**config.mk**
```make
export PLATFORM = sky130hd
export DESIGN_NAME = ex_stage
export DESIGN_NICKNAME = d
export VERILOG_FILES = /design/src/rtl/cpu_pkg.sv /design/src/rtl/alu32.sv /design/src/rtl/ex_stage.sv
export SDC_FILE = /design/constraint.sdc
export NUM_CORES = 1
export LEC_CHECK = 0
export ABC_AREA = 0
export CAP_MARGIN = 20
export CORE_ASPECT_RATIO = 1.5
export CORE_UTILIZATION = 30
export CTS_CLUSTER_DIAMETER = 120
export DETAILED_ROUTE_END_ITERATION = 12
export PLACE_DENSITY_LB_ADDON = 0.2
export SLEW_MARGIN = 20
export SYNTH_ARGS = -nofsm -noshare
export SYNTH_HDL_FRONTEND = slang
export SYNTH_HIERARCHICAL = 1
export SYNTH_SLANG_ARGS = --single-unit
```
**constraint.sdc**
```tcl
create_clock -name clock -period 8.5 [get_ports clock]
set_input_delay 1.275 -clock clock [delete_from_list [all_inputs] [get_ports clock]]
set_output_delay 1.275 -clock clock [all_outputs]
set_load 0.01 [all_outputs]
```
**src/rtl/cpu_pkg.sv**
```systemverilog
// Shared CPU constants: datapath width and ALU operation encodings.
package cpu_pkg;

  localparam int unsigned XLEN = 32;

  typedef enum logic [2:0] {
    AluAdd   = 3'b000,
    AluSub   = 3'b001,
    AluNeg   = 3'b010,
    AluPassA = 3'b011,
    AluPassB = 3'b100,
    AluAnd   = 3'b101,
    AluOr    = 3'b110,
    AluXor   = 3'b111
  } alu_op_e;

endpackage

```
**src/rtl/alu32.sv**
```systemverilog
// Combinational 32-bit ALU; all arithmetic wraps modulo 2^32.
module alu32
  import cpu_pkg::*;
(
  input  logic [XLEN-1:0] a,
  input  logic [XLEN-1:0] b,
  input  logic [2:0]      op,
  output logic [XLEN-1:0] y
);

  always_comb begin
    y = '0;
    unique case (alu_op_e'(op))
      AluAdd:   y = a + b;
      AluSub:   y = a - b;
      AluNeg:   y = '0 - a;
      AluPassA: y = a;
      AluPassB: y = b;
      AluAnd:   y = a & b;
      AluOr:    y = a | b;
      AluXor:   y = a ^ b;
      default:  y = '0;
    endcase
  end

endmodule

```
**src/rtl/ex_stage.sv**
```systemverilog
// Execute stage: ALU, condition flags, branch resolution with a squash shadow, EX/MEM register.
// State advances on the falling clock edge.
module ex_stage
  import cpu_pkg::*;
#(
  parameter int unsigned SHADOW = 2,
  parameter int unsigned RW     = 6
) (
  input  logic            clock,
  input  logic            reset,
  input  logic            stall,
  input  logic            in_valid,
  input  logic [XLEN-1:0] imm,
  input  logic [XLEN-1:0] rd1,
  input  logic [XLEN-1:0] rd2,
  input  logic [XLEN-1:0] PC,
  input  logic [RW-1:0]   rd,
  input  logic            brz,
  input  logic            brn,
  input  logic            j,
  input  logic            regw,
  input  logic            wai,
  input  logic            memw,
  input  logic            memr,
  input  logic            alusrc,
  input  logic [2:0]      aluop,
  output logic [XLEN-1:0] out_result,
  output logic [XLEN-1:0] out_wdata,
  output logic [RW-1:0]   out_rd,
  output logic            out_regw,
  output logic            out_memw,
  output logic            out_memr,
  output logic            out_valid,
  output logic            out_pc_sel,
  output logic [XLEN-1:0] out_target,
  output logic            flag_z,
  output logic            flag_n
);

  localparam int unsigned CW = (SHADOW < 1) ? 1 : $clog2(SHADOW + 1);
  localparam logic [CW-1:0] ShadowLd = CW'(SHADOW);

  logic [XLEN-1:0] op_b, alu_y, result;
  logic            live, taken;

  logic [XLEN-1:0] result_d, result_q, wdata_d, wdata_q, target_d, target_q;
  logic [RW-1:0]   rd_d, rd_q;
  logic            regw_d, regw_q, memw_d, memw_q, memr_d, memr_q;
  logic            valid_d, valid_q, pc_sel_d, pc_sel_q;
  logic            fz_d, fz_q, fn_d, fn_q;
  logic [CW-1:0]   sq_d, sq_q;

  alu32 u_alu (
    .a  (rd1),
    .b  (op_b),
    .op (aluop),
    .y  (alu_y)
  );

  always_comb begin
    op_b   = alusrc ? imm : rd2;
    result = wai ? (PC + imm) : alu_y;
    live   = in_valid && (sq_q == '0);
    // Branch conditions see the flags as they stood before this edge.
    taken  = live && (j || (brz && fz_q) || (brn && fn_q));

    result_d = result_q;
    wdata_d  = wdata_q;
    target_d = target_q;
    rd_d     = rd_q;
    regw_d   = regw_q;
    memw_d   = memw_q;
    memr_d   = memr_q;
    valid_d  = valid_q;
    pc_sel_d = pc_sel_q;
    fz_d     = fz_q;
    fn_d     = fn_q;
    sq_d     = sq_q;

    if (!stall) begin
      result_d = result;
      wdata_d  = rd2;
      target_d = rd1;
      rd_d     = rd;
      regw_d   = live && regw;
      memw_d   = live && memw;
      memr_d   = live && memr;
      valid_d  = live;
      pc_sel_d = taken;
      if (in_valid && (sq_q != '0)) begin
        sq_d = sq_q - CW'(1);
      end
      if (taken) begin
        sq_d = ShadowLd;
      end
      if (live && regw && !memr && !wai) begin
        fz_d = (result == '0);
        fn_d = result[XLEN-1];
      end
    end
  end

  always_ff @(negedge clock) begin
    if (reset) begin
      result_q <= '0;
      wdata_q  <= '0;
      target_q <= '0;
      rd_q     <= '0;
      regw_q   <= 1'b0;
      memw_q   <= 1'b0;
      memr_q   <= 1'b0;
      valid_q  <= 1'b0;
      pc_sel_q <= 1'b0;
      fz_q     <= 1'b0;
      fn_q     <= 1'b0;
      sq_q     <= '0;
    end else begin
      result_q <= result_d;
      wdata_q  <= wdata_d;
      target_q <= target_d;
      rd_q     <= rd_d;
      regw_q   <= regw_d;
      memw_q   <= memw_d;
      memr_q   <= memr_d;
      valid_q  <= valid_d;
      pc_sel_q <= pc_sel_d;
      fz_q     <= fz_d;
      fn_q     <= fn_d;
      sq_q     <= sq_d;
    end
  end

  assign out_result = result_q;
  assign out_wdata  = wdata_q;
  assign out_target = target_q;
  assign out_rd     = rd_q;
  assign out_regw   = regw_q;
  assign out_memw   = memw_q;
  assign out_memr   = memr_q;
  assign out_valid  = valid_q;
  assign out_pc_sel = pc_sel_q;
  assign flag_z     = fz_q;
  assign flag_n     = fn_q;

endmodule

```
==> results.yml <==
outcome:
  status: "finished with violations"
  violations: "negative setup slack"
cts:
  ctsLongestPathBuffers: 2
  cts_max_level: 3
  cts-hold-fix-buffers: 0
  clkTransAtPathRegs_ns: 0.03
  cts_buffers: 9
  cts_sinks: 111
  worstSkewPairLatency_ns: 0.44
  clockRootBuffer: "clkbuf_16"
  cts_tree: "yes"
sta:
  setup_viol: 27
  slew_viol_final: 0
  worst_slack_ns: -1.635
  timing.slew.headroom_pct: 33.39
  rsz0062_at_grt: "true"
  final.setup.tns_ns: -25.73
  worst-slew-pin-transition_ns: 0.9991
  holdWs_ns: 0.4594
  fin_skew_ns: 0.006944
  hold_violations: 0
route:
  wl_per_cell_microns: 18.84
  vias_per_cell: 5.184
  via_count: 15540
  drc_errors: 0
  first_pass_iters: 5
  routed_wl_microns: 56450
  drt_iter0_markers: 839
  postRouteAntennaNets: 0
floorplan:
  io_pins: 258
  coreArea_sq_um: 41900
  die_area_sq_um: 43200
  rows: 92
  start_util_pct: 30.32
  die-height_microns: 254.1
  die_w_microns: 170.0
yosys:
  synth_edf_count: 0
  synth_top_area_cell: "dfxtp_1"
  synth_top_family_by_area: "compound AO/OA/AOI/OAI gates"
  synth_fa_ha_area_share_pct: 13.02
  syn_avg_cell_area_sq_um: 7.659
  ys_seq_elements: 111
  synth_nets: 1939
  synth_async_sr_flop_share_pct: 0
  netlist-cell-type-count: 102
  synthMuxAreaShare_pct: 11.37
  synth_area_leaders: "dfxtp_1 17%, ha_1 13%, mux2i_1 8.3%"
  yosysSeqAreaShare_pct: 17.49
  yosys.area_share.simple_pct: 20.65
  syn_inst: 1659
  syn_area_sq_um: 12710
  synth_compound_area_share_pct: 24.47
  synth_xor_area_share_pct: 6.066
  synth_warnings: 6
  synthFlopType: "dfxtp_1"
  synth_top_cell_area_share_pct: 17.49
placement:
  dp_hpwl_microns: 44150
  port_buffers: 257
  place_inst: 2812
  globalplace.congestion: 0.9546
worst_setup_path:
  worstPathArrival_ns: 6.26
  r2r_start: "sq_q[0]"
  path_class: "input port to register"
  cp_max_fo: 5
  cp-start-kind: "input port"
  cp-startpoint: "alusrc"
  crit_path_end_kind: "register"
  cp_data_required_time_ns: 4.63
global_route:
  grt_use_total_pct: 25.80
  grt_pass1_vias: 15440
  grt_pass1_wl_microns: 85750
  grt_max_degree: 75
  grt-ovfl-total: 0
  met3_usage_pct: 4.096
  grt.met1_usage_pct: 29.58
  antenna_found_initial: 5
  grt_busiest_layer: "met2"
  use_met2_pct: 45.47
pwr:
  p_seq_share_pct: 21.6
  power_density_nw_per_um2: 127.0
  p_int_mw: 1.583
  swShare_pct: 40.86
  p_leak_nw: 9.821
  power.switching_mw: 1.094
  total_power_mw: 2.677
  ir_drop_uv: 88.14
  p_comb_share_pct: 53.5
  pwr-share-clk_pct: 24.9
worst_hold_path:
  hold_start: "out_valid"
  hold_path.class: "register to register"
layout:
  layout_commonest_cell: "buf_4"
  final_cells: 2997
  ff_latch_area_sq_um: 2222
  nFillCells: 4184
  drive_gt1_share_pct: 31.08
  area_growth_pct: 65.93
  mostFrequentLayoutCells: "447 x buf_4, 224 x clkdlybuf4s50_1, 200 x inv_1"
  layout.nets: 2705
  multi_input_area_sq_um: 10700
flow_run:
  maxCapViolCount: 0
==> cell families (layout without fill, tap and decap cells) <==
family,count (synthesis),count (layout)
buf+inv,189,959
other cells,0,4
fa+ha+maj,131,131
compound gates,465,465
xor+xnor,88,88
flops,111,111
simple gates,536,536
mux,139,139
==> metal layers <==
metal | vias to the layer above | share of wire, %
met2 | 441 | 50
li1 | 7550 | -
met4 | 0 | 4.3
met5 | - | 0
met3 | 100 | 5.0
met1 | 7445 | 40
==> final timing paths <==
check,to,slack (ns),cells after the start
worst max-delay path,flag_z,-1.63,25
worst min register to register,out_valid,0.46,2
worst max register to register,flag_z,5.48,12
worst min-delay path,out_valid,0.46,2
==> stage by stage <==
step                      setup WS (ns)  util (%)  instance area [sq um]
final                            -1.635     50.32                  21080
after global routing             -1.751     50.32                  21080
after CTS                        -1.609     48.82                  20450
after detailed placement         -2.250     44.93                  18820
after global placement           -2.130     44.93                  18820
after floorplan                  -1.357         -                  12930
==> layout make-up <==
class / count / share of cell area (%)
Multi-Input combinational cell: 1359 / 50.74
Timing Repair Buffer: 741 / 30.28
Sequential cell: 111 / 10.54
Tap cell: 564 / 3.347
Clock inverter: 117 / 2.297
Inverter: 92 / 1.685
Clock buffer: 9 / 1.068
Antenna cell: 4 / 0.04748
==> cell usage after synthesis, types with 13 or more instances <==
cell type	number
clkbuf_1	60
nand4_1	17
nand2_1	148
nor3_1	25
nor2b_1	13
a31oi_1	17
ha_1	129
a22oi_1	17
mux2i_1	105
buf_1	14
a211oi_1	30
inv_1	93
xnor2_1	76
a21o_1	26
mux2_2	33
nor4_1	16
o21ai_0	113
dfxtp_1	111
o221ai_1	13
nand3_1	33
nor2_1	188
a21oi_1	117
o211ai_1	13
==> critical path: stages <==
cell,delay (ns)
buf_12,0.11
buf_12,0.13
buf_12,0.13
mux2_4,0.30
or4_4,0.57
nor4_4,0.23
buf_4,0.17
and2_4,0.17
inv_4,0.04
o21ai_4,0.14
xnor2_2,0.09
ha_1,0.34
a21o_1,0.18
a21o_1,0.19
a21oi_2,0.21
o21ai_2,0.10
mux2i_1,0.13
a221oi_1,0.26
o221ai_1,0.23
a221o_1,0.40
a211oi_2,0.21
o2111ai_2,0.21
nor4_4,0.23
nand4_1,0.13
nand2_1,0.09
==> what timing repair did <==
| action | in CTS | in global routing |
|---|---|---|
| cloned | 1 | 0 |
| pin swaps | 89 | 73 |
| buffers inserted | 37 | 28 |
| gates resized for setup | 176 | 91 |
| endpoints found under the setup margin | 28 | 31 |
==> power groups by stage <==
stage          clock network [mW]  logic (mW)  registers, mW
3_5_place_dp               0.0797        1.23          0.587
6_report                    0.666        1.43          0.579
5_1_grt                     0.756        1.54          0.582
2_1_floorplan              0.0797       0.616          0.601
4_1_cts                     0.702        1.36          0.579
3_3_place_gp               0.0797        1.22          0.585
==> flip-flops by register name, indices dropped and copies added, names as in the netlist, 2 cells and up <==
register / flops
out_rd: 6
out_result: 32
out_target: 32
out_wdata: 32
sq_q: 2
No activity file was read; power rests on OpenSTA's default activity.
